`src/rtl/ram_access_master_if.sv`:
```
// Bundle of the command, write-stream, read-stream and RAM-side signals of ram_access_master.
// The master modport is the controller's view; slave is the view of everything around it.
interface ram_access_master_if #(
  parameter int DATA_WIDTH = 8,
  parameter int ADDR_WIDTH = 8,
  parameter int LEN_WIDTH  = 4
);
  logic                  req_valid;
  logic                  req_ready;
  logic                  req_we;
  logic [ADDR_WIDTH-1:0] req_addr;
  logic [LEN_WIDTH-1:0]  req_len;

  logic [DATA_WIDTH-1:0] wdata;
  logic                  wdata_valid;
  logic                  wdata_ready;

  logic [DATA_WIDTH-1:0] rdata;
  logic                  rdata_valid;
  logic                  rdata_ready;
  logic                  rdata_last;

  logic                  busy;

  logic                  ram_cs;
  logic                  ram_we;
  logic                  ram_oe;
  logic [ADDR_WIDTH-1:0] ram_addr;
  logic [DATA_WIDTH-1:0] ram_din;
  logic [DATA_WIDTH-1:0] ram_dout;

  modport master (
    input  req_valid, req_we, req_addr, req_len,
    input  wdata, wdata_valid,
    input  rdata_ready,
    input  ram_dout,
    output req_ready, wdata_ready,
    output rdata, rdata_valid, rdata_last,
    output busy,
    output ram_cs, ram_we, ram_oe, ram_addr, ram_din
  );

  modport slave (
    output req_valid, req_we, req_addr, req_len,
    output wdata, wdata_valid,
    output rdata_ready,
    output ram_dout,
    input  req_ready, wdata_ready,
    input  rdata, rdata_valid, rdata_last,
    input  busy,
    input  ram_cs, ram_we, ram_oe, ram_addr, ram_din
  );
endinterface

```
`src/rtl/ram_access_master.sv`:
```
// Burst controller for the single-port synchronous RAM: takes read/write burst commands,
// streams write beats into the RAM and returns read beats on a ready/valid stream.
module ram_access_master #(
  parameter int DATA_WIDTH = 8,
  parameter int ADDR_WIDTH = 8,
  parameter int LEN_WIDTH  = 4
) (
  input  logic                clk,
  input  logic                rst_n,
  ram_access_master_if.master bus
);

  typedef enum logic [2:0] {
    IDLE,
    WR,
    RD_ADDR,
    RD_DATA,
    RD_RESP
  } state_t;

  state_t                state;
  state_t                next_state;

  logic [ADDR_WIDTH-1:0] cur_addr;
  logic [LEN_WIDTH-1:0]  beat_cnt;
  logic [LEN_WIDTH-1:0]  len_q;
  logic [DATA_WIDTH-1:0] rdata_q;
  logic                  rdata_valid_q;
  logic                  rdata_last_q;

  logic                  last_beat;
  logic                  rd_handshake;

  assign last_beat    = (beat_cnt == len_q);
  assign rd_handshake = rdata_valid_q && bus.rdata_ready;

  always_ff @(posedge clk or negedge rst_n) begin
    if (!rst_n) begin
      state <= IDLE;
    end else begin
      state <= next_state;
    end
  end

  // A read beat walks RD_ADDR -> RD_DATA -> RD_RESP, so each beat costs at least three cycles.
  always_comb begin
    next_state = state;
    unique case (state)
      IDLE: begin
        if (bus.req_valid) begin
          next_state = bus.req_we ? WR : RD_ADDR;
        end
      end
      WR: begin
        if (bus.wdata_valid && last_beat) begin
          next_state = IDLE;
        end
      end
      RD_ADDR: begin
        next_state = RD_DATA;
      end
      RD_DATA: begin
        next_state = RD_RESP;
      end
      RD_RESP: begin
        if (rd_handshake) begin
          next_state = last_beat ? IDLE : RD_ADDR;
        end
      end
      default: begin
        next_state = IDLE;
      end
    endcase
  end

  always_ff @(posedge clk or negedge rst_n) begin
    if (!rst_n) begin
      cur_addr      <= '0;
      beat_cnt      <= '0;
      len_q         <= '0;
      rdata_q       <= '0;
      rdata_valid_q <= 1'b0;
      rdata_last_q  <= 1'b0;
    end else begin
      unique case (state)
        IDLE: begin
          if (bus.req_valid) begin
            cur_addr <= bus.req_addr;
            len_q    <= bus.req_len;
            beat_cnt <= '0;
          end
        end
        WR: begin
          if (bus.wdata_valid && !last_beat) begin
            cur_addr <= cur_addr + ADDR_WIDTH'(1);
            beat_cnt <= beat_cnt + LEN_WIDTH'(1);
          end
        end
        RD_DATA: begin
          rdata_q       <= bus.ram_dout;
          rdata_valid_q <= 1'b1;
          rdata_last_q  <= last_beat;
        end
        RD_RESP: begin
          if (rd_handshake) begin
            rdata_valid_q <= 1'b0;
            rdata_last_q  <= 1'b0;
            if (!last_beat) begin
              cur_addr <= cur_addr + ADDR_WIDTH'(1);
              beat_cnt <= beat_cnt + LEN_WIDTH'(1);
            end
          end
        end
        default: begin
        end
      endcase
    end
  end

  // Chip select follows wdata_valid in WR so that a gap cycle never writes the RAM.
  always_comb begin
    bus.req_ready   = 1'b0;
    bus.wdata_ready = 1'b0;
    bus.busy        = (state != IDLE);
    bus.ram_cs      = 1'b0;
    bus.ram_we      = 1'b0;
    bus.ram_oe      = 1'b0;
    bus.ram_addr    = '0;
    bus.ram_din     = '0;
    unique case (state)
      IDLE: begin
        bus.req_ready = 1'b1;
      end
      WR: begin
        bus.wdata_ready = 1'b1;
        bus.ram_cs      = bus.wdata_valid;
        bus.ram_we      = bus.wdata_valid;
        bus.ram_addr    = cur_addr;
        bus.ram_din     = bus.wdata;
      end
      RD_ADDR, RD_DATA: begin
        bus.ram_cs   = 1'b1;
        bus.ram_oe   = 1'b1;
        bus.ram_addr = cur_addr;
      end
      RD_RESP: begin
      end
      default: begin
      end
    endcase
  end

  assign bus.rdata       = rdata_q;
  assign bus.rdata_valid = rdata_valid_q;
  assign bus.rdata_last  = rdata_last_q;

endmodule

```
`src/flat_wrapper.sv`:
```
// flat-port wrapper written by rule: the top's interface ports become plain ports
module ram_access_master_flat 
#(
  parameter int DATA_WIDTH = 8,
  parameter int ADDR_WIDTH = 8,
  parameter int LEN_WIDTH  = 4
)
  (clk, rst_n, bus_req_valid, bus_req_we, bus_req_addr, bus_req_len, bus_wdata, bus_wdata_valid, bus_rdata_ready, bus_ram_dout, bus_req_ready, bus_wdata_ready, bus_rdata, bus_rdata_valid, bus_rdata_last, bus_busy, bus_ram_cs, bus_ram_we, bus_ram_oe, bus_ram_addr, bus_ram_din);
  ram_access_master_if #(.DATA_WIDTH(DATA_WIDTH), .ADDR_WIDTH(ADDR_WIDTH), .LEN_WIDTH(LEN_WIDTH)) bus_i ();
  input  logic clk;
  input  logic rst_n;
  input wire logic [$bits(bus_i.req_valid)-1:0] bus_req_valid;
  input wire logic [$bits(bus_i.req_we)-1:0] bus_req_we;
  input wire logic [$bits(bus_i.req_addr)-1:0] bus_req_addr;
  input wire logic [$bits(bus_i.req_len)-1:0] bus_req_len;
  input wire logic [$bits(bus_i.wdata)-1:0] bus_wdata;
  input wire logic [$bits(bus_i.wdata_valid)-1:0] bus_wdata_valid;
  input wire logic [$bits(bus_i.rdata_ready)-1:0] bus_rdata_ready;
  input wire logic [$bits(bus_i.ram_dout)-1:0] bus_ram_dout;
  output wire logic [$bits(bus_i.req_ready)-1:0] bus_req_ready;
  output wire logic [$bits(bus_i.wdata_ready)-1:0] bus_wdata_ready;
  output wire logic [$bits(bus_i.rdata)-1:0] bus_rdata;
  output wire logic [$bits(bus_i.rdata_valid)-1:0] bus_rdata_valid;
  output wire logic [$bits(bus_i.rdata_last)-1:0] bus_rdata_last;
  output wire logic [$bits(bus_i.busy)-1:0] bus_busy;
  output wire logic [$bits(bus_i.ram_cs)-1:0] bus_ram_cs;
  output wire logic [$bits(bus_i.ram_we)-1:0] bus_ram_we;
  output wire logic [$bits(bus_i.ram_oe)-1:0] bus_ram_oe;
  output wire logic [$bits(bus_i.ram_addr)-1:0] bus_ram_addr;
  output wire logic [$bits(bus_i.ram_din)-1:0] bus_ram_din;
  assign bus_i.req_valid = bus_req_valid;
  assign bus_i.req_we = bus_req_we;
  assign bus_i.req_addr = bus_req_addr;
  assign bus_i.req_len = bus_req_len;
  assign bus_i.wdata = bus_wdata;
  assign bus_i.wdata_valid = bus_wdata_valid;
  assign bus_i.rdata_ready = bus_rdata_ready;
  assign bus_i.ram_dout = bus_ram_dout;
  assign bus_req_ready = bus_i.req_ready;
  assign bus_wdata_ready = bus_i.wdata_ready;
  assign bus_rdata = bus_i.rdata;
  assign bus_rdata_valid = bus_i.rdata_valid;
  assign bus_rdata_last = bus_i.rdata_last;
  assign bus_busy = bus_i.busy;
  assign bus_ram_cs = bus_i.ram_cs;
  assign bus_ram_we = bus_i.ram_we;
  assign bus_ram_oe = bus_i.ram_oe;
  assign bus_ram_addr = bus_i.ram_addr;
  assign bus_ram_din = bus_i.ram_din;
  ram_access_master #(.DATA_WIDTH(DATA_WIDTH), .ADDR_WIDTH(ADDR_WIDTH), .LEN_WIDTH(LEN_WIDTH)) u_core (.clk(clk), .rst_n(rst_n), .bus(bus_i));
endmodule
```
`config.mk`:
```
export PLATFORM = sky130hd
export DESIGN_NAME = ram_access_master_flat
export DESIGN_NICKNAME = d
export VERILOG_FILES = /design/src/rtl/ram_access_master_if.sv /design/src/rtl/ram_access_master.sv /design/src/flat_wrapper.sv
export SDC_FILE = /design/constraint.sdc
export NUM_CORES = 1
export LEC_CHECK = 0
export CAP_MARGIN = 0
export CORE_MARGIN = 1
export CORE_UTILIZATION = 30
export DETAILED_ROUTE_END_ITERATION = 16
export GPL_ROUTABILITY_DRIVEN = 1
export GPL_TIMING_DRIVEN = 0
export PLACE_DENSITY_LB_ADDON = 0.3
export SETUP_SLACK_MARGIN = 0.05
export SLEW_MARGIN = 10
export SYNTH_ARGS = -nofsm -noshare
export SYNTH_HDL_FRONTEND = slang
export SYNTH_SLANG_ARGS = --single-unit
```
`constraint.sdc`:
```
create_clock -name clk -period 2.4 [get_ports clk]
set_clock_uncertainty 0.1 [all_clocks]
set_input_delay 0.48 -clock clk [delete_from_list [all_inputs] [get_ports clk]]
set_output_delay 0.48 -clock clk [all_outputs]
set_load 0.03 [all_outputs]
```
* Yosys cells after proc, flatten, opt, wreduce, memory -nomap -nowiden *
Index checks and enable logic that the tools add are counted.

storage, ports and cells
  flip-flop bits (word level) = 29
  input bits = 34

operators by class
  add/sub/neg operators = 2
  equal/unequal tests = 10
  reduce and logical (&&, ||, !) cells = 14
  multiplexer cells = 26

operator list
  operator                                                         count
  8-bit 2-to-1 mux                                                 6
  8-bit one-hot mux with 3 select lines                            1
  4-bit 2-to-1 mux                                                 4
  3-bit one-hot mux with 5 select lines                            1
  4-bit one-hot mux with 3 select lines                            1
  3-bit 2-to-1 mux                                                 3
  8-bit by 1-bit adder with 8-bit output, second input constant    1
  3-bit by 2-bit == test with 1-bit output, second input constant  2
  2-bit by 1-bit != test with 1-bit output, second input constant  3
  1-bit one-hot mux with 2 select lines                            3
  3-bit nonzero test                                               2
  1-bit 2-to-1 mux                                                 5
  5-bit AND reduction                                              1
  4-bit by 1-bit adder with 4-bit output, second input constant    1
  4-bit == test                                                    1
  2-bit 2-to-1 mux                                                 2
  2-bit != test, second input constant                             2
  2-bit AND reduction                                              2
  3-bit by 1-bit == test with 1-bit output, second input constant  1
  3-bit == test, second input constant                             1
  1-bit logical AND                                                3
  3-bit zero test                                                  1
  3-bit AND reduction                                              1
  3-bit OR reduction                                               1
  other kinds (3)                                                  3

* Logic depth before layout (Yosys ltp) *
Gate-level depths: netlist of the first run.

  depth after elaboration = 5
  gate-level depth with buffers = 8
  mapped depth without buffers = 6

* Least setup slack after synthesis of the first run *
OpenSTA, ideal clock, no wires.

  kind = reg-to-output
  start point = reg u_core.state[2]
  end point = out bus_busy
  path buffers = 1
  arrival = 1.713 ns
  stages on the path, launching flop included = 4
  path slack = 0.107 ns
  cell sequence = dfrtp_1 > buf_2 > nor3_1 > inv_1

on the way
  word-level cells in the longest chain between the ends = 1

ends and longest elaborated chain
  item                    RTL line                  text
  start, declared         ram_access_master.sv:21   state_t state;
  start signal, assigned  ram_access_master.sv:41   state <= next_state;
  3-bit nonzero test      ram_access_master.sv:124  bus.busy = (state != IDLE);
  end, declared           flat_wrapper.sv:25        output wire logic [$bits(bus_i.busy)-1:0] bus_busy;

Every way passes these cells.

* Worst setup path after layout of the first run *
  start point = reg u_core.state[0]
  end point = out bus_ram_addr[0]

on the way
  word-level cells in the longest chain between the ends = 3
  elaborated cells on any way between the ends = 5

ends and longest elaborated chain
  item                                                                                                         RTL line                  text
  3-bit by 2-bit == test with 1-bit output / 3-bit by 1-bit == test with 1-bit output (equally long branches)  ram_access_master.sv:130  unique case (state)
  3-bit OR reduction (no source line) *                                                                        n/a
  8-bit 2-to-1 mux *                                                                                           ram_access_master.sv:130
  end, declared                                                                                                flat_wrapper.sv:29        output wire logic [$bits(bus_i.ram_addr)-1:0] bus_ram_addr;

Every way passes the cells marked *; elsewhere a longest branch is shown, timed or not.

==> results_dict.tcl, run 1 <==
set metrics [dict create \
    grt_pass1_vias 1516 \
    p_leak_nw 1.11 \
    syn-num-nets 202 \
    grt_antenna_before_repair 0 \
    ys_seq_elements 29 \
    fin_util_pct 47.0 \
    die_h_um 76.9 \
    swShare_pct 48.0 \
    ys_seq_area_share_pct 43.1 \
    avgSynthCellArea_um2 10.1 \
    grt.met2_usage_pct 23.9 \
    cts_setup_buffers 0 \
    placed_area_um2 2420 \
    rsz0062_at_grt "yes" \
    wl_um 4200 \
    detail_route.vias_per_cell 4.82 \
    worst_pin_slew_ps 665 \
    wl_per_cell_um 13.6 \
    irDropWorstVdd_mv 0.569 \
    grtUsageMet3_pct 4.29 \
    dp_hpwl_um 3080 \
    ff2ff_setup_slack_ps 390 \
    status "finished clean" \
    cts_buffers 5 \
    cts_buffer_depth 2 \
    dr.pass1.iters 4 \
    hp-class "input port to asynchronous set/reset pin" \
    hold_buffers 0 \
    syn_to_final_growth_pct 47.2 \
    use_met1_pct 19.1 \
    die_w_um 76.9 \
    pin_count 66 \
    finalSetupViolCount 0 \
    powerDensity_nw_per_um2 1700 \
    place.gp.congestion 0.791 \
    hold_violations 0 \
    diodes 0 \
    period_share_pct 96.1 \
    slew_viol_final 0 \
    slew-limit-headroom_pct 55.6 \
    maxCapViolCount 0 \
    grt_most_used_layer "met2" \
    synth_warnings 0 \
    io_buffer_count 65 \
    drt-initial-drc-count 93 \
    arrival_ps 1730 \
    cts-root-buf "clkbuf_8" \
    clk_latency_ps 280 \
    cp_max_fo 10 \
    async_reset_ff_share_pct 100 \
    cts_tree "built" \
    drc 0 \
    synth-edff-count 0 \
    power.switching_mw 2.03 \
    rr_endpoint "u_core.cur_addr[0]$_DFFE_PN0P_" \
    clockPowerShare_pct 10.7 \
    min_period_ps 2310 \
    synth_flop_cell "dfrtp_1" \
    initial_core_util_pct 32.0 \
    clkTransAtPathRegs_ps 60 \
    grt_max_degree 30 \
    vias 1489 \
    fmax_mhz 434 \
    pwr-share-comb_pct 67.3 \
    drive_above_1_share_pct 20.5 \
    p_total_mw 4.22 \
    syn_inst 166 \
    crit_path_start_kind "flop" \
    grt_pass1_wl_um 7070 \
    path_class "flop to output port" \
    htreeDepth 2 \
    crit_required_ps 1820 \
    clkSinkCount 29 \
    power.internal_mw 2.19 \
    r2r_cells 5 \
    whs_ps 131 \
    end_kind "output port" \
    nets 274 \
    drtAntennaViolNets 0 \
    grt_use_total_pct 15.1 \
    syn_area_um2 1680 \
    reg2reg_from "u_core.beat_cnt[0]$_DFFE_PN0P_" \
    grt_remaining_overflow 0 \
    die_area_um2 5920 \
    seq_power_share_pct 22.1 \
    synth_cell_type_count 40 \
    coreArea_um2 5270 \
    final_area_um2 2480 \
    row_count 26 \
]
-- Yosys cell counts, drive strengths merged (4+ instances only) --
library cell | n | area, um2
and2 | 18 | 115
xnor2 | 4 | 35.0
a2bb2oi | 6 | 52.6
nand3 | 12 | 65.1
buf | 8 | 65.1
dfrtp | 29 | 726
inv | 5 | 18.8
a21oi | 8 | 40.0
o21ai | 7 | 35.0
nand2 | 11 | 43.8
nor2 | 13 | 48.8
mux2 | 13 | 146
-- layout make-up --
class                      count  area [um2]
fill                         541        2790
multi-input combinational    123         882
sequential                    29         726
timing repair buffer          65         593
clock buffer                   7        96.3
tap                           70        87.6
buffer                         8        65.1
inverter                       6        23.8
clock inverter                 1        5.00
-- worst max-delay path by stage --
stage                                 from         endpoint  slack (ps)  cells after the start
2_1_floorplan  u_core.state[2]$_DFFE_PN0P_         bus_busy         110                      3
3_3_place_gp               bus_wdata_valid       bus_ram_we         -50                      4
3_5_place_dp               bus_wdata_valid       bus_ram_cs         -50                      4
4_1_cts        u_core.state[1]$_DFFE_PN0P_   bus_ram_din[0]          60                      5
5_1_grt        u_core.state[0]$_DFFE_PN0P_  bus_ram_addr[2]           6                      5
6_report       u_core.state[0]$_DFFE_PN0P_  bus_ram_addr[0]          90                      5
-- placed cells by master (no fill, tap or decap), types with 2 or more instances in the layout --
cell type,netlist,layout
a2bb2oi_1,6,6
nor2_1,13,12
inv_1,5,5
nand2_1,10,10
clkdlybuf4s50_1,0,42
and3_1,3,3
a31oi_1,2,2
o21ai_0,7,7
buf_2,4,13
mux2i_1,2,2
and2_1,16,16
clkinv_2,1,2
a21oi_1,8,8
clkbuf_8,0,7
dlygate4sd2_1,0,12
nand4_1,2,2
o22ai_1,2,2
buf_6,4,4
nand3_1,11,11
ha_1,2,2
xnor2_1,4,4
mux2_2,12,12
dfrtp_1,29,29
or3b_4,2,2
o211ai_1,2,2
-- stage by stage --
| step | std cells | setup TNS (ps) | setup WS (ps) |
|---|---|---|---|
| 2_1_floorplan | 166 | 0 | 107 |
| 5_1_grt | 309 | 0 | 6.08 |
| 4_1_cts | 309 | 0 | 57.6 |
| 6_report | 309 | 0 | 94.2 |
| 3_5_place_dp | 301 | -137 | -47.1 |
| 3_3_place_gp | 301 | -122 | -53.5 |
-- flip-flops by register name, indices dropped and copies added (netlist names) --
register,cells
u_core.beat_cnt,4
u_core.bus.rdata,8
u_core.bus.rdata_last,1
u_core.bus.rdata_valid,1
u_core.cur_addr,8
u_core.len_q,4
u_core.state,3
-- critical path, stage by stage, from the launching register on --
cell and delay [ps]:
dfrtp_1 370, buf_6 140, nor2_1 320, nor2_4 90, and2_1 170, dlygate4sd2_1 350
-- power groups by stage --
stage	combinational [mW]	sequential [mW]	clock, mW
floorplan	1.90	1.06	0
global route	3.08	0.965	0.486
global placement	2.98	0.926	0
finish	2.84	0.931	0.450
CTS	2.89	0.932	0.463
detailed placement	3.00	0.939	0
-- cells by family after synthesis --
| group | after synthesis | synth area share (%) |
|---|---|---|
| buffers and inverters | 14 | 5.27 |
| adders and majority gates | 2 | 1.49 |
| xor gates and xnor gates | 4 | 2.08 |
| muxes | 15 | 9.88 |
| and+or+nand+nor | 66 | 21.9 |
| DFF | 29 | 43.1 |
| AOI/OAI and AO/OA | 36 | 16.3 |
-- repair_timing --
action / in CTS / in global routing
pin swaps: 0 / 0
endpoints found under the setup margin: 21 / 18
gates resized for setup: 39 / 19
endpoints found under the hold margin: 0 / 0
-- routing by layer --
layer / wire length (um) / vias up
met2: 2020 / 40
met5: 0 / -
met4: 56 / 0
li1: - / 735
met3: 236 / 4
met1: 1890 / 710
No activity file was read; power rests on OpenSTA's default activity.
==> inputs of run 2 (changes only) <==
Settings changed: GPL_TIMING_DRIVEN 0 to unset, TNS_END_PERCENT set to 1.
==> results_dict.tcl, run 2 (same netlist as run 1, synthesis figures left out) <==
set metrics [dict create \
    period_share_pct 96.6 \
    whs_ps 403 \
    end_kind "output port" \
    arrival_ps 1740 \
    place.gp.congestion 0.820 \
    drive_above_1_share_pct 22.8 \
    drt-initial-drc-count 79 \
    crit_required_ps 1820 \
    row_count 26 \
    grt_most_used_layer "met2" \
    crit_path_cell_trace "or3b_4, clkinv_2, buf_4, and2_1, buf_4" \
    cts_setup_buffers 0 \
    fillers 527 \
    rsz0062_at_grt "yes" \
    hp-class "flop to flop" \
    detail_route.vias_per_cell 4.84 \
    min_period_ps 2320 \
    grt_max_degree 30 \
    coreArea_um2 5270 \
    fmax_mhz 431 \
    drtAntennaViolNets 0 \
    hold_violations 0 \
    final_common_cell "clkdlybuf4s50_1" \
    grtUsageMet3_pct 4.52 \
    cts_tree "built" \
    diodes 0 \
    dp_worst_setup_slack_ps 3.86 \
    drc 0 \
    die_area_um2 5920 \
    finalSetupViolCount 0 \
    initial_core_util_pct 32.0 \
    cp_slowest_cell "dfrtp_1" \
    grt_pass1_vias 1467 \
    clkTransAtPathRegs_ps 60 \
    grt_pass1_wl_um 6840 \
    powerDensity_nw_per_um2 1710 \
    status "finished clean" \
    grt.met2_usage_pct 23.5 \
    cts_buffer_depth 2 \
    wl_per_cell_um 13.2 \
    cts_buffers 5 \
    dp_hpwl_um 3100 \
    grt_remaining_overflow 0 \
    clkSinkCount 29 \
    die_h_um 76.9 \
    grt_antenna_before_repair 0 \
    htreeDepth 2 \
    path_class "flop to output port" \
    clk_latency_ps 290 \
    maxCapViolCount 0 \
    pin_count 66 \
    cts-root-buf "clkbuf_8" \
    critPathMaxStageDelay_ps 500 \
    io_buffer_count 65 \
    dr.pass1.iters 4 \
    cp_max_fo 9 \
    use_met1_pct 18.0 \
    tns_ps 0 \
    mostFrequentLayoutCells "44 x clkdlybuf4s50_1, 29 x dfrtp_1, 24 x buf_4" \
    worst_pin_slew_ps 470 \
    wl_um 4180 \
    layout_setup_ws_ps 81.2 \
    fin_util_pct 48.5 \
    crit_path_start_kind "flop" \
    vias 1528 \
    worst_path_most_repeated_cell "buf_4" \
    p_leak_nw 1.13 \
    irDropWorstVdd_mv 0.596 \
    slew-limit-headroom_pct 68.6 \
    slew_viol_final 0 \
    grt_use_total_pct 14.7 \
    nets 281 \
    syn_to_final_growth_pct 51.6 \
    die_w_um 76.9 \
]
-- run 2: cell count changes in the layout (fill, tap and decap cells not counted), sizes merged --
cell | before | now
clkdlybuf4s50 | 42 | 44
buf | 17 | 25
clkdlybuf4s15 | 1 | 0
dlygate4sd2 | 12 | 10
-- run 2: worst max-delay path, delay by kind of cell (launching register included) --
family,cells,cell delay [ps]
buf+inv,3,340
flops,1,500
simple gates,2,620
-- run 2: power by group --
| group | switching (mW) | total (mW) | internal [mW] |
|---|---|---|---|
| combinational | 1.59 | 2.95 | 1.36 |
| clock | 0.195 | 0.454 | 0.259 |
| sequential | 0.240 | 0.975 | 0.735 |
-- run 2: path summary, 6_finish.rpt --
kind | start | end | slack, ps | cells after the start
max | u_core.state[2]$_DFFE_PN0P_ | bus_ram_din[6] | 80 | 5
min | u_core.bus.rdata[0]$_DFFE_PN0P_ | u_core.bus.rdata[0]$_DFFE_PN0P_ | 400 | 1
max reg2reg | u_core.state[2]$_DFFE_PN0P_ | u_core.cur_addr[0]$_DFFE_PN0P_ | 310 | 5
min reg2reg | u_core.bus.rdata[0]$_DFFE_PN0P_ | u_core.bus.rdata[0]$_DFFE_PN0P_ | 400 | 1
max in group asynchronous | rst_n | u_core.state[0]$_DFFE_PN0P_ | 1450 | 2
min in group asynchronous | rst_n | u_core.bus.rdata[7]$_DFFE_PN0P_ | 470 | 2
-- run 2: layer usage --
layer  part of all wire, %  vias to the layer above
li1                      -                      748
met5                     0                        -
met3                   5.5                        6
met2                    50                       43
met1                    43                      731
met4                   1.7                        0
-- run 2: what timing repair did --
action | 4_1_cts | 5_1_grt
gates resized for setup | 11 | 1
hold buffers | 0 | 0
endpoints found under the setup margin | 11 | 16
-- run 2: area by class of cell --
cell class,instances,area (um2),share of cell area [%]
inverter,6,23.8,0.931
clock buffer,7,96.3,3.77
multi-input combinational,123,875,34.2
clock inverter,1,5.00,0.196
sequential,29,726,28.4
tap,70,87.6,3.43
timing repair buffer,80,741,29.0
-- run 2: stage by stage --
| step | cell area, um2 | total power [mW] | std cells |
|---|---|---|---|
| after CTS | 2550 | 4.42 | 316 |
| final | 2550 | 4.38 | 316 |
| after global placement | 2460 | 4.01 | 308 |
| after floorplan | 1680 | 2.96 | 166 |
| after global routing | 2550 | 4.67 | 316 |
| after detailed placement | 2460 | 4.04 | 308 |
==> inputs of run 3 (changes only) <==
Settings changed: SKIP_LAST_GASP set to 1.
==> results_dict.tcl, run 3 (same netlist as run 1, synthesis figures left out) <==
set metrics [dict create \
    grt_antenna_before_repair 0 \
    slew-limit-headroom_pct 68.8 \
    rsz0062_at_grt "yes" \
    reg2reg_from "u_core.beat_cnt[0]$_DFFE_PN0P_" \
    io_buffer_count 65 \
    cts_setup_buffers 0 \
    crit_required_ps 1820 \
    hp-class "flop to flop" \
    cp_num_buf_inv 2 \
    final_common_cell "clkdlybuf4s50_1" \
    p_total_mw 4.46 \
    wl_um 4180 \
    syn_to_final_growth_pct 52.0 \
    violations "setup timing" \
    fillers 518 \
    min_period_ps 2470 \
    grt_pass1_wl_um 6800 \
    slew_viol_final 0 \
    powerDensity_nw_per_um2 1740 \
    pin_count 66 \
    power.internal_mw 2.43 \
    irDropWorstVdd_mv 0.597 \
    maxCapViolCount 0 \
    dr.pass1.iters 4 \
    detail_route.vias_per_cell 4.84 \
    crit_path_cell_trace "nor2_1, nor2_1, buf_4, and2_1, clkdlybuf4s50_1" \
    seq_power_share_pct 21.8 \
    hold_violations 0 \
    initial_core_util_pct 32.0 \
    clockPowerShare_pct 10.2 \
    crit_start "u_core.state[0]$_DFFE_PN0P_" \
    die_area_um2 5920 \
    drive_above_1_share_pct 22.4 \
    clkTransAtPathRegs_ps 60 \
    status "complete, but fails checks" \
    end_kind "output port" \
    nets 281 \
    cts-root-buf "clkbuf_8" \
    vias 1530 \
    drt-initial-drc-count 72 \
    die_h_um 76.9 \
    wl_per_cell_um 13.2 \
    power.switching_mw 2.03 \
    clk_latency_ps 290 \
    grt_use_total_pct 14.7 \
    dp_hpwl_um 3100 \
    die_w_um 76.9 \
    cts_buffers 5 \
    drc 0 \
    grt_max_degree 30 \
    worst_path_most_repeated_cell "nor2_1" \
    layout_setup_ws_ps -70.0 \
    clkSinkCount 29 \
    htreeDepth 2 \
    worst_pin_slew_ps 467 \
    p_leak_nw 1.11 \
    swShare_pct 45.5 \
    path_class "flop to output port" \
    fmax_mhz 405 \
    place.gp.congestion 0.820 \
    period_share_pct 103 \
    diodes 0 \
    critPathMaxStageDelay_ps 670 \
    path_delay_family "buffers and inverters" \
    cts_tree "built" \
    row_count 26 \
    hp-start "u_core.bus.rdata[0]$_DFFE_PN0P_" \
    crit_path_start_kind "flop" \
    grt_remaining_overflow 0 \
    mostFrequentLayoutCells "53 x clkdlybuf4s50_1, 29 x dfrtp_1, 24 x buf_4" \
    drtAntennaViolNets 0 \
    grt_pass1_vias 1467 \
    finalSetupViolCount 8 \
    cp_max_fo 8 \
    whs_ps 403 \
    cts_buffer_depth 2 \
    coreArea_um2 5270 \
    arrival_ps 1890 \
    pwr-share-comb_pct 68.0 \
    cp_slowest_cell "clkdlybuf4s50_1" \
]
## run 3: cell types whose count changed in the layout (fill, tap and decap cells not counted)
cell             delta
clkdlybuf4s50_1     +9
dlygate4sd2_1       -9
nor3_1              +1
nor3_2              -1
## run 3: per-stage QoR
step / utilization (%) / instances / setup TNS, ps / instance area [um2] / setup slack [ps]
3_5_place_dp: 46.6 / 308 / 0 / 2460 / 3.86
3_3_place_gp: 46.6 / 308 / 0 / 2460 / 34.1
2_1_floorplan: - / 166 / 0 / 1680 / 107
6_report: 48.6 / 316 / -532 / 2560 / -70.0
4_1_cts: 48.5 / 316 / -878 / 2560 / -98.3
5_1_grt: 48.6 / 316 / -1690 / 2560 / -223
## run 3: cell type report
class	instances	area [um2]	area share, %
clock inverter	1	5.00	0.196
clock buffer	7	96.3	3.76
tap	70	87.6	3.42
inverter	6	23.8	0.929
multi-input combinational	123	870	34.0
timing repair buffer	80	752	29.4
sequential	29	726	28.3
## run 3: worst paths after layout
check                      cells past startpoint  slack [ps]                         endpoint
setup / recovery                               5         -70                  bus_ram_addr[5]
hold / removal                                 1         400  u_core.bus.rdata[0]$_DFFE_PN0P_
setup reg to reg                               6         330   u_core.cur_addr[0]$_DFFE_PN0P_
hold reg to reg                                1         400  u_core.bus.rdata[0]$_DFFE_PN0P_
max in group asynchronous                      2        1450      u_core.state[0]$_DFFE_PN0P_
min in group asynchronous                      2         470  u_core.bus.rdata[7]$_DFFE_PN0P_
## run 3: routing by layer
| layer | routed length (um) | share of wire (%) | track usage, % | vias up |
|---|---|---|---|---|
| met3 | 231 | 5.5 | 4.52 | 6 |
| met4 | 73 | 1.7 | 7.12 | 0 |
| met1 | 1790 | 43 | 17.8 | 734 |
| met5 | 0 | 0 | 0 | - |
| met2 | 2080 | 50 | 23.6 | 42 |
| li1 | - | - | - | 748 |
## run 3: power by group through the flow
stage | combinational (mW) | sequential, mW | clock [mW]
finish | 3.03 | 0.971 | 0.454
global route | 3.25 | 1.01 | 0.482
CTS | 3.06 | 0.972 | 0.465
detailed placement | 3.06 | 0.979 | 0
global placement | 3.04 | 0.968 | 0
floorplan | 1.90 | 1.06 | 0
## run 3: what timing repair did
| item | in CTS | in global routing |
|---|---|---|
| hold endpoints to repair | 0 | 0 |
| setup endpoints to repair | 11 | 18 |
| gates cloned | 0 | 0 |
| hold buffers | 0 | 0 |
| gates resized for setup | 1 | 1 |
